`src/rtl/ls_wb_stage_pkg.sv`:
```
// Shared definitions for the LS->WB stage: control bit indices, load size
// encodings and the registered beat layout.
package ls_wb_stage_pkg;

   localparam int unsigned LS_XLEN = 64;

   // Bit positions within MEM_LS_ctrl
   localparam int unsigned CTRL_SFLUSH  = 5;
   localparam int unsigned CTRL_TRAP    = 4;
   localparam int unsigned CTRL_MRET    = 3;
   localparam int unsigned CTRL_SRET    = 2;
   localparam int unsigned CTRL_DRET    = 1;
   localparam int unsigned CTRL_CSR_WEN = 0;

   typedef enum logic [1:0] {
      LS_SIZE_B = 2'd0,
      LS_SIZE_H = 2'd1,
      LS_SIZE_W = 2'd2,
      LS_SIZE_D = 2'd3
   } ls_size_e;

   typedef struct packed {
      logic [LS_XLEN-1:0] pc;
      logic [LS_XLEN-1:0] next_pc;
      logic [31:0]        inst;
      logic               sflush_valid;
      logic               trap_valid;
      logic               mret_valid;
      logic               sret_valid;
      logic               dret_valid;
      logic [LS_XLEN-1:0] trap_cause;
      logic [LS_XLEN-1:0] trap_tval;
      logic               csr_wen;
      logic               csr_ren;
      logic [11:0]        csr_addr;
      logic [4:0]         rd;
      logic               dest_wen;
      logic [LS_XLEN-1:0] data;
   } ls_beat_t;

endpackage

```
`src/rtl/ls_wb_stage_load_align.sv`:
```
// Combinational load data alignment: shift by byte offset, extract the
// requested size, then sign- or zero-extend. Shared with the AMO path.
module load_align
   import ls_wb_stage_pkg::*;
#(
   parameter int unsigned XLEN = LS_XLEN
) (
   input  logic [XLEN-1:0] raw_data_i,
   input  ls_size_e        size_i,
   input  logic            unsigned_i,
   input  logic [2:0]      offset_i,
   output logic [XLEN-1:0] data_o
);

   logic [XLEN-1:0] shifted;
   logic            sext;

   always_comb begin
      shifted = raw_data_i >> {offset_i, 3'b000};
      sext    = !unsigned_i;
      data_o  = shifted;
      case (size_i)
         LS_SIZE_B: data_o = {{(XLEN-8){sext & shifted[7]}}, shifted[7:0]};
         LS_SIZE_H: data_o = {{(XLEN-16){sext & shifted[15]}}, shifted[15:0]};
         LS_SIZE_W: data_o = {{(XLEN-32){sext & shifted[31]}}, shifted[31:0]};
         default:   data_o = shifted;
      endcase
   end

endmodule

```
`src/rtl/ls_wb_stage.sv`:
```
// LSU output stage driving the LS_WB_reg_* interface toward write-back.
// Optional one-entry skid buffer selected by LS_WB_SKID_BUF_EN.
module ls_wb_stage
   import ls_wb_stage_pkg::*;
#(
   parameter int unsigned XLEN = LS_XLEN
) (
   input  logic            clk,
   input  logic            rst_n,
   input  logic            WB_LS_ls_ready,
   input  logic            WB_LS_flush_flag,
   input  logic            MEM_LS_valid,
   output logic            LS_MEM_ready,
   input  logic [XLEN-1:0] MEM_LS_PC,
   input  logic [XLEN-1:0] MEM_LS_next_PC,
   input  logic [31:0]     MEM_LS_inst,
   input  logic [5:0]      MEM_LS_ctrl,
   input  logic            MEM_LS_csr_ren,
   input  logic [11:0]     MEM_LS_csr_addr,
   input  logic [XLEN-1:0] MEM_LS_trap_cause,
   input  logic [XLEN-1:0] MEM_LS_trap_tval,
   input  logic [4:0]      MEM_LS_rd,
   input  logic            MEM_LS_dest_wen,
   input  logic            MEM_LS_load,
   input  logic [1:0]      MEM_LS_load_size,
   input  logic            MEM_LS_load_unsigned,
   input  logic [2:0]      MEM_LS_load_offset,
   input  logic [XLEN-1:0] MEM_LS_data,
   output logic            LS_WB_reg_ls_valid,
   output logic [XLEN-1:0] LS_WB_reg_PC,
   output logic [XLEN-1:0] LS_WB_reg_next_PC,
   output logic [31:0]     LS_WB_reg_inst,
   output logic            LS_WB_reg_sflush_valid,
   output logic            LS_WB_reg_trap_valid,
   output logic            LS_WB_reg_mret_valid,
   output logic            LS_WB_reg_sret_valid,
   output logic            LS_WB_reg_dret_valid,
   output logic [XLEN-1:0] LS_WB_reg_trap_cause,
   output logic [XLEN-1:0] LS_WB_reg_trap_tval,
   output logic            LS_WB_reg_csr_wen,
   output logic            LS_WB_reg_csr_ren,
   output logic [11:0]     LS_WB_reg_csr_addr,
   output logic [4:0]      LS_WB_reg_rd,
   output logic            LS_WB_reg_dest_wen,
   output logic [XLEN-1:0] LS_WB_reg_data
);

   logic [XLEN-1:0] aligned_data;
   ls_beat_t        in_beat;
   ls_beat_t        out_q, out_d;
   logic            out_valid_q, out_valid_d;

   load_align #(.XLEN(XLEN)) u_load_align (
      .raw_data_i (MEM_LS_data),
      .size_i     (ls_size_e'(MEM_LS_load_size)),
      .unsigned_i (MEM_LS_load_unsigned),
      .offset_i   (MEM_LS_load_offset),
      .data_o     (aligned_data)
   );

   always_comb begin
      in_beat              = '0;
      in_beat.pc           = MEM_LS_PC;
      in_beat.next_pc      = MEM_LS_next_PC;
      in_beat.inst         = MEM_LS_inst;
      in_beat.sflush_valid = MEM_LS_ctrl[CTRL_SFLUSH];
      in_beat.trap_valid   = MEM_LS_ctrl[CTRL_TRAP];
      in_beat.mret_valid   = MEM_LS_ctrl[CTRL_MRET];
      in_beat.sret_valid   = MEM_LS_ctrl[CTRL_SRET];
      in_beat.dret_valid   = MEM_LS_ctrl[CTRL_DRET];
      in_beat.csr_wen      = MEM_LS_ctrl[CTRL_CSR_WEN];
      in_beat.trap_cause   = MEM_LS_trap_cause;
      in_beat.trap_tval    = MEM_LS_trap_tval;
      in_beat.csr_ren      = MEM_LS_csr_ren;
      in_beat.csr_addr     = MEM_LS_csr_addr;
      in_beat.rd           = MEM_LS_rd;
      in_beat.dest_wen     = MEM_LS_dest_wen;
      in_beat.data         = MEM_LS_load ? aligned_data : MEM_LS_data;
   end

`ifdef LS_WB_SKID_BUF_EN
   ls_beat_t skid_q, skid_d;
   logic     skid_valid_q, skid_valid_d;
   logic     in_fire;

   assign LS_MEM_ready = !skid_valid_q;

   // Ready only depends on skid occupancy, so a beat can only be accepted
   // into an occupied output slot when the skid is free to catch it.
   always_comb begin
      out_d        = out_q;
      out_valid_d  = out_valid_q;
      skid_d       = skid_q;
      skid_valid_d = skid_valid_q;
      in_fire      = MEM_LS_valid & LS_MEM_ready;
      if (WB_LS_flush_flag) begin
         out_valid_d  = 1'b0;
         skid_valid_d = 1'b0;
      end else if (!out_valid_q || WB_LS_ls_ready) begin
         if (skid_valid_q) begin
            out_d        = skid_q;
            out_valid_d  = 1'b1;
            skid_valid_d = 1'b0;
         end else if (in_fire) begin
            out_d       = in_beat;
            out_valid_d = 1'b1;
         end else begin
            out_valid_d = 1'b0;
         end
      end else if (in_fire) begin
         skid_d       = in_beat;
         skid_valid_d = 1'b1;
      end
   end

   always_ff @(posedge clk or negedge rst_n) begin
      if (!rst_n) begin
         skid_q       <= '0;
         skid_valid_q <= 1'b0;
      end else begin
         skid_q       <= skid_d;
         skid_valid_q <= skid_valid_d;
      end
   end
`else
   logic load_en;

   assign LS_MEM_ready = !out_valid_q | WB_LS_ls_ready;

   always_comb begin
      out_d       = out_q;
      out_valid_d = out_valid_q;
      load_en     = MEM_LS_valid & LS_MEM_ready & !WB_LS_flush_flag;
      if (WB_LS_flush_flag) begin
         out_valid_d = 1'b0;
      end else if (load_en) begin
         out_d       = in_beat;
         out_valid_d = 1'b1;
      end else if (WB_LS_ls_ready) begin
         out_valid_d = 1'b0;
      end
   end
`endif

   always_ff @(posedge clk or negedge rst_n) begin
      if (!rst_n) begin
         out_q       <= '0;
         out_valid_q <= 1'b0;
      end else begin
         out_q       <= out_d;
         out_valid_q <= out_valid_d;
      end
   end

   assign LS_WB_reg_ls_valid     = out_valid_q;
   assign LS_WB_reg_PC           = out_q.pc;
   assign LS_WB_reg_next_PC      = out_q.next_pc;
   assign LS_WB_reg_inst         = out_q.inst;
   assign LS_WB_reg_sflush_valid = out_q.sflush_valid;
   assign LS_WB_reg_trap_valid   = out_q.trap_valid;
   assign LS_WB_reg_mret_valid   = out_q.mret_valid;
   assign LS_WB_reg_sret_valid   = out_q.sret_valid;
   assign LS_WB_reg_dret_valid   = out_q.dret_valid;
   assign LS_WB_reg_trap_cause   = out_q.trap_cause;
   assign LS_WB_reg_trap_tval    = out_q.trap_tval;
   assign LS_WB_reg_csr_wen      = out_q.csr_wen;
   assign LS_WB_reg_csr_ren      = out_q.csr_ren;
   assign LS_WB_reg_csr_addr     = out_q.csr_addr;
   assign LS_WB_reg_rd           = out_q.rd;
   assign LS_WB_reg_dest_wen     = out_q.dest_wen;
   assign LS_WB_reg_data         = out_q.data;

endmodule

```
`config.mk`:
```
export PLATFORM = sky130hd
export DESIGN_NAME = ls_wb_stage
export DESIGN_NICKNAME = d
export VERILOG_FILES = /design/src/rtl/ls_wb_stage_pkg.sv /design/src/rtl/ls_wb_stage_load_align.sv /design/src/rtl/ls_wb_stage.sv
export SDC_FILE = /design/constraint.sdc
export NUM_CORES = 1
export LEC_CHECK = 0
export BUFFER_PORTS_ARGS = -buffer_cell sky130_fd_sc_hd__buf_2
export CAP_MARGIN = 20
export CORE_AREA = 4 4 298 300
export CTS_BUF_LIST = sky130_fd_sc_hd__clkbuf_4
export CTS_CLUSTER_DIAMETER = 120
export DETAILED_ROUTE_END_ITERATION = 8
export DIE_AREA = 0 0 302 304
export HOLD_SLACK_MARGIN = 0.06
export PLACE_DENSITY = 0.49
export SYNTH_ARGS = -nofsm -noshare
export SYNTH_HDL_FRONTEND = slang
export SYNTH_SLANG_ARGS = --single-unit
```
`constraint.sdc`:
```
create_clock -name clk -period 5 [get_ports clk]
set_clock_uncertainty 0.2 [all_clocks]
set_input_delay 0.25 -clock clk [delete_from_list [all_inputs] [get_ports clk]]
set_output_delay 0.25 -clock clk [all_outputs]
set_load 0.005 [all_outputs]
```
==> impl_metrics.ini, run 1 <==
[placement]
hpwl_um = 54500
place.gp.congestion = 0.881
port_buffers = 767

[outcome]
error = [ERROR RSZ-0060] Max buffer count reached.
haltStage = clock tree synthesis
status = did not finish

[yosys]
synth-main-ff-cell = dfrtp_1
synth_xor_area_share_pct = 0
synth_area_um2 = 16900
synth.area.top_cells = dfrtp_1 56%, nand2_1 21%, mux2i_1 2.5%
synth_top_family_by_area = simple AND/OR/NAND/NOR gates
yosys.area_share.simple_pct = 26.2
syn_inst = 1902
syn-num-nets = 2291
seq_area_frac_synth_pct = 56.1
yosysWarnings = 0
synth_seq_cells = 378
synth_edf_count = 0
yosysTopAreaCell = dfrtp_1
synth_compound_area_share_pct = 7.93
yosysUniqueCellTypes = 47
synth_mux_area_share_pct = 5.90
avgSynthCellArea_um2 = 8.87
async_flop_share_pct = 100
yosysTopAreaCellShare_pct = 56.1
synth_adder_area_share_pct = 0

[clocking]
postCtsHoldBufs = 784
cts.repair_timing.setup_buffer_count = 0
cts_buffer_depth = 3
h-tree-depth = 3
clock_sinks = 378
cts_buffers = 106
cts_resized = 0
cts-root-buf = clkbuf_4

[die]
fp.dieH_um = 304
rows = 108
die_w_um = 302
num_io_pins = 768
initial_core_util_pct = 19.6
logic make-up after synthesis:
logic type | after synthesis
DFF | 378
and+or+nand+nor | 1112
buffers and inverters | 141
muxes | 79
AOI/OAI and AO/OA | 192
per-stage QoR:
step	worst slack (ns)	hold slack, ns	instance area (um^2)	std cells	utilization [%]
floorplan	3.12	-0.246	16900	1902	-
global placement	1.89	0.189	21900	3723	25.4
detailed placement	1.82	0.187	21900	3723	25.4
Yosys cell counts (all sizes together) (2+ instances only):
| cell type | number |
|---|---|
| a211oi | 10 |
| a21o | 14 |
| a21oi | 47 |
| a222oi | 8 |
| a22oi | 2 |
| a311o | 7 |
| a31oi | 32 |
| a41oi | 25 |
| and3b | 2 |
| buf | 58 |
| clkbuf | 78 |
| dfrtp | 378 |
| inv | 4 |
| mux2 | 23 |
| mux2i | 42 |
| mux4 | 14 |
| nand2 | 956 |
| nand2b | 4 |
| nand3 | 2 |
| nand3b | 10 |
| nor2 | 61 |
| nor2b | 5 |
| nor3 | 48 |
| o21a | 8 |
| o21ai | 19 |
| o22ai | 15 |
| or2 | 2 |
| or4 | 16 |
==> run 2, diff against run 1 <==
--- a/config.mk
+++ b/config.mk
@@ -8,12 +8,9 @@
 export BUFFER_PORTS_ARGS = -buffer_cell sky130_fd_sc_hd__buf_2
 export CAP_MARGIN = 20
 export CORE_AREA = 4 4 298 300
-export CTS_BUF_LIST = sky130_fd_sc_hd__clkbuf_4
-export CTS_CLUSTER_DIAMETER = 120
 export DETAILED_ROUTE_END_ITERATION = 8
 export DIE_AREA = 0 0 302 304
-export HOLD_SLACK_MARGIN = 0.06
-export PLACE_DENSITY = 0.49
+export PLACE_DENSITY_LB_ADDON = 0.15
 export SYNTH_ARGS = -nofsm -noshare
 export SYNTH_HDL_FRONTEND = slang
 export SYNTH_SLANG_ARGS = --single-unit
==> impl_metrics.ini, run 2 <==
[outcome]
status = completed

[clocking]
cts.clk_slew.worst_paths_ns = 0.06
cts_tree = yes
cts_buffer_depth = 3
cts-root-buf = clkbuf_16
cts.repair_timing.setup_buffer_count = 0
cts_resized = 0
clkLatencyLatePin_ns = 0.56
clock_sinks = 378
h-tree-depth = 2
cts_buffers = 46

[critical_path]
critPathKind = in -> reg
cp_num_buf_inv = 3
endpoint_kind = flip-flop
crit_path_max_incr_delay_ns = 0.69
required_ns = 5.24
cp_slowest_cell = a31oi_4
worstPathMaxFanout = 26
startpoint_type = input pin
path_cells = buf_2 > buf_4 > mux2i_1 > a22oi_2 > a31oi_4 > a41oi_1 > dlygate4sd3_1
critPathTopFamily = buffers and inverters
crit_arrival_ns = 3.31

[timing]
setup_slack_ns = 1.93
fin_crit_sh_pct = 61.5
tns_ns = 0
drv_slew = 0
rsz0062_at_grt = false
max_freq_mhz = 325
slew_headroom_pct = 42.4
tightest_slew_ns = 0.864
setup_viol_count_final = 0
finalHoldViolations = 0
period_minus_slack_ns = 3.07

[placement]
place.gp.congestion = 0.929
hpwl_um = 58800
place_ws_ns = 1.64
port_buffers = 767

[drt]
totalWireLength_um = 80400
post_drt_wl_per_cell_um = 19.3
drt_iter0_drc = 1278
routed_via_density = 4.30
dr.pass1.iters = 6
postRouteAntennaNets = 0
drcViolationCount = 0
num_vias = 18000

[yosys]
async_flop_share_pct = 100
synth_seq_cells = 378
yosysWarnings = 0
seq_area_frac_synth_pct = 56.1
syn-num-nets = 2291
yosys-top-cells-count = 956 x nand2_1, 378 x dfrtp_1, 78 x clkbuf_1
avgSynthCellArea_um2 = 8.87
yosysTopAreaCellShare_pct = 56.1
yosysTopAreaCell = dfrtp_1
syn_inst = 1902
synth.area.top_cells = dfrtp_1 56%, nand2_1 21%, mux2i_1 2.5%
yosysUniqueCellTypes = 47
synth-main-ff-cell = dfrtp_1
synth_edf_count = 0
synth_most_common_cell = nand2_1
synth_area_um2 = 16900

[die]
dieArea_um2 = 91800
initial_core_util_pct = 19.6
die_w_um = 302
num_io_pins = 768
coreArea_um2 = 86200
rows = 108
fp.dieH_um = 304

[cells_and_area]
diodes = 0
area_growth_pct = 60.9
final_common_cell = nand2_1
final_cell_mix = 956 x nand2_1, 766 x buf_2, 378 x dfrtp_1, 378 x dlygate4sd3_1, 60 x nor2_1
fin_util_pct = 31.5
n_fill_cell = 9289
drive_gt1_share_pct = 30.5
nNetsFinal = 3378

[global_routing]
grt_pass1_vias = 18900
grtUsageTotal_pct = 16.9
overflow = 0
grt_max_degree = 127
antenna_found_initial = 0
grt_pass1_wl_um = 121000

[power_and_ir_drop]
power.density_nw_per_um2 = 335
p_leak_nw = 14.1
ir_drop_v = 0.000204

[flow_run]
drv_cap = 0

[worst_hold_path]
min-delay-path-class = in -> async
-- run 2: worst reg2reg max path, stage by stage, from the launching register on --
cell and delay (ns):
dfrtp_1 0.37, nor2b_4 0.18, nor2_4 0.51, buf_4 0.41, o21ai_0 0.16, a41oi_1 0.17
dlygate4sd3_1 0.57
-- run 2: repair_timing --
action / 4_1_cts / 5_1_grt
endpoints found under the hold margin: 435 / 0
endpoints found under the setup margin: 0 / 0
hold buffers: 378 / 0
-- run 2: final timing paths --
check | slack [ns] | start | cells after the start | to
hold reg to reg | 0.26 | LS_WB_reg_trap_cause[14] | 2 | LS_WB_reg_trap_cause[14]
hold / removal | 0.05 | rst_n | 2 | LS_WB_reg_data[6]
setup / recovery | 1.93 | MEM_LS_load_offset[0] | 7 | LS_WB_reg_data[23]
max in group asynchronous | 3.39 | rst_n | 3 | LS_WB_reg_trap_cause[61]
setup reg to reg | 2.37 | LS_WB_reg_ls_valid | 6 | LS_WB_reg_data[23]
min in group clk | 0.06 | MEM_LS_data[27] | 4 | LS_WB_reg_data[27]
-- run 2: area by class of cell --
type | instances | area, um^2 | share of cell area (%)
clock buffers | 70 | 1380 | 5.09
clock inverters | 11 | 100 | 0.369
inverters | 5 | 18.8 | 0.0692
multi-input cells | 1383 | 6770 | 25.0
flip-flops and latches | 378 | 9460 | 34.9
well taps | 1155 | 1450 | 5.33
repair buffers | 1175 | 7960 | 29.3
-- run 2: logic make-up (layout without fill, tap and decap cells) --
logic type / after synthesis / after routing / synth area share [%]
buffers and inverters: 141 / 1261 / 3.92
muxes: 79 / 79 / 5.90
AOI/OAI and AO/OA: 192 / 192 / 7.93
and+or+nand+nor: 1112 / 1112 / 26.2
DFF: 378 / 378 / 56.1
-- run 2: report_power, final --
part           switching, mW  internal (mW)
clock network           1.34           1.95
logic                   1.10          0.928
registers              0.260           3.52
total                   2.70           6.39
-- run 2: stage by stage --
step | hold WS, ns | area [um^2] | std cells | total power [mW]
2_1_floorplan | -0.246 | 16900 | 1902 | 4.50
3_3_place_gp | 0.0688 | 21900 | 3718 | 5.63
3_5_place_dp | 0.0777 | 21900 | 3718 | 5.64
4_1_cts | 0.00360 | 27100 | 4177 | 9.29
5_1_grt | 0.0771 | 27100 | 4177 | 9.64
6_report | 0.0503 | 27100 | 4177 | 9.10
-- run 2: per-layer routing --
metal	vias to the layer above	GRT usage [%]	wire length, um
met3	167	4.07	6340
met2	782	28.6	38800
met1	8645	20.6	31900
li1	8386	-	-
met4	0	6.67	3320
met5	-	0	0
Note: power is estimated with default switching activity, not from simulation.
==> run 3, diff against run 2 <==
==> constraint.sdc (replaced) <==
create_clock -name clk -period 3.1 [get_ports clk]
set_clock_uncertainty 0.2 [all_clocks]
set_input_delay 0.155 -clock clk [delete_from_list [all_inputs] [get_ports clk]]
set_output_delay 0.155 -clock clk [all_outputs]
set_load 0.005 [all_outputs]
==> impl_metrics.ini, run 3 (same netlist as run 2, synthesis figures left out) <==
[global_routing]
grt_max_degree = 130
grt_pass1_vias = 19000
grtUsageTotal_pct = 17.3
overflow = 0
grt_pass1_wl_um = 123000
antenna_found_initial = 3

[critical_path]
path_depth = 8
worstReg2RegStart = LS_WB_reg_ls_valid
cpMostUsedCell = dlygate4sd3_1
endpoint_kind = flip-flop
crit_path_max_incr_delay_ns = 0.56
crit_arrival_ns = 3.19
cp_num_buf_inv = 4
startpoint_type = input pin
critPathTopFamily = buffers and inverters
rr_worst_depth = 7
setup.reg_to_reg.worst_slack_ns = 0.50
path_cells = dlygate4sd3_1 > buf_2 > nand2b_2 > nand2b_4 > buf_12 > nor3_1 > a31oi_1 > dlygate4sd3_1
critPathKind = in -> reg
cp_slowest_cell = dlygate4sd3_1
required_ns = 3.40
worstPathMaxFanout = 129
reg2reg_to = LS_WB_reg_data[21]

[timing]
rsz0062_at_grt = false
drv_slew = 0
fin_crit_sh_pct = 93.1
period_minus_slack_ns = 2.89
max_freq_mhz = 347
tns_ns = 0
finalHoldViolations = 0
setup_viol_count_final = 0
fin_worst_hold_slack_ns = 0.0396
tightest_slew_ns = 0.930
slew_headroom_pct = 38.0

[die]
fp.dieH_um = 304
initial_core_util_pct = 19.6
rows = 108
dieArea_um2 = 91800
die_w_um = 302
num_io_pins = 768
coreArea_um2 = 86200

[drt]
post_drt_wl_per_cell_um = 19.7
routed_via_density = 4.32
drcViolationCount = 0
dr.pass1.iters = 6
num_vias = 18200
totalWireLength_um = 82800
drt_iter0_drc = 1409
postRouteAntennaNets = 0

[power_and_ir_drop]
p_sw_share_pct = 29.4
seqPwrFrac_pct = 40.0
pwr-share-comb_pct = 21.6
power.density_nw_per_um2 = 555
p_int_mw = 10.8
p_leak_nw = 14.3
power_frac_clock_pct = 38.4
ir_drop_v = 0.000331
power.net_switching_mw = 4.50
total_power_mw = 15.3

[clocking]
cts.clk_slew.worst_paths_ns = 0.06
clock_sinks = 378
clkLatencyLatePin_ns = 0.55
cts_tree = yes
cts-root-buf = clkbuf_16
cts.repair_timing.setup_buffer_count = 0
cts_buffer_depth = 3
h-tree-depth = 2
cts_buffers = 48

[cells_and_area]
seq_area_um2 = 9460
final_cell_mix = 956 x nand2_1, 766 x buf_2, 388 x dlygate4sd3_1
drive_gt1_share_pct = 31.1
multiInputGateArea_um2 = 6770
area_growth_pct = 63.3
nNetsFinal = 3408
n_fill_cell = 9270
final_common_cell = nand2_1

[flow_run]
drv_cap = 0

[worst_hold_path]
min-delay-path-class = in -> async

[placement]
place.gp.congestion = 0.911
hpwl_um = 60700
port_buffers = 767

[outcome]
status = completed
## run 3: cell count changes in the layout (fill, tap and decap cells not counted), sizes merged
| cell | previous run | this run |
|---|---|---|
| buf | 797 | 815 |
| bufinv | 1 | 6 |
| clkbuf | 70 | 64 |
| clkinv | 9 | 14 |
| diode | 0 | 1 |
| dlygate4sd3 | 378 | 388 |
| inv | 4 | 7 |
## run 3: final cells by class
class / count / area share [%]
Sequential cell: 378 / 34.3
Clock inverter: 24 / 1.08
Antenna cell: 1 / 0.00909
Tap cell: 1155 / 5.25
Inverter: 5 / 0.0681
Multi-Input combinational cell: 1383 / 24.6
Clock buffer: 64 / 4.95
Timing Repair Buffer: 1203 / 29.7
## run 3: per-layer routing
metal / GRT usage (%) / part of all wire [%]
met1: 20.6 / 39
met2: 29.5 / 48
met3: 4.77 / 8.2
met4: 6.90 / 4.5
met5: 0 / 0.033
## run 3: worst max-delay path by stage
stage	from	end	slack (ns)
6_report	WB_LS_flush_flag	LS_WB_reg_data[21]	0.21
3_3_place_gp	MEM_LS_load_offset[0]	LS_WB_reg_data[29]	0.58
2_1_floorplan	LS_WB_reg_ls_valid	LS_WB_reg_data[15]	1.27
4_1_cts	WB_LS_flush_flag	LS_WB_reg_data[20]	0.11
5_1_grt	WB_LS_flush_flag	LS_WB_reg_data[20]	0.009
3_5_place_dp	MEM_LS_load_offset[0]	LS_WB_reg_data[26]	0.50
## run 3: metrics by stage
| step | utilization [%] | instance area, um^2 | std cells | worst slack [ns] |
|---|---|---|---|---|
| 3_5_place_dp | 25.5 | 22000 | 3736 | 0.501 |
| 2_1_floorplan | - | 16900 | 1902 | 1.27 |
| 6_report | 31.9 | 27500 | 4213 | 0.214 |
| 5_1_grt | 31.9 | 27500 | 4213 | 0.00908 |
| 3_3_place_gp | 25.5 | 22000 | 3736 | 0.577 |
| 4_1_cts | 31.9 | 27500 | 4212 | 0.111 |
## run 3: power groups by stage
| stage | Clock (mW) | Combinational, mW | Sequential, mW |
|---|---|---|---|
| floorplan | 0 | 1.06 | 6.20 |
| global placement | 0 | 2.93 | 6.18 |
| detailed placement | 0 | 2.95 | 6.20 |
| CTS | 6.07 | 3.38 | 6.12 |
| global route | 6.26 | 3.67 | 6.20 |
| finish | 5.87 | 3.31 | 6.12 |
## run 3: timing repair
action,in CTS,in global routing
hold endpoints to repair,454,0
gates resized for setup,0,0
hold buffers,388,0
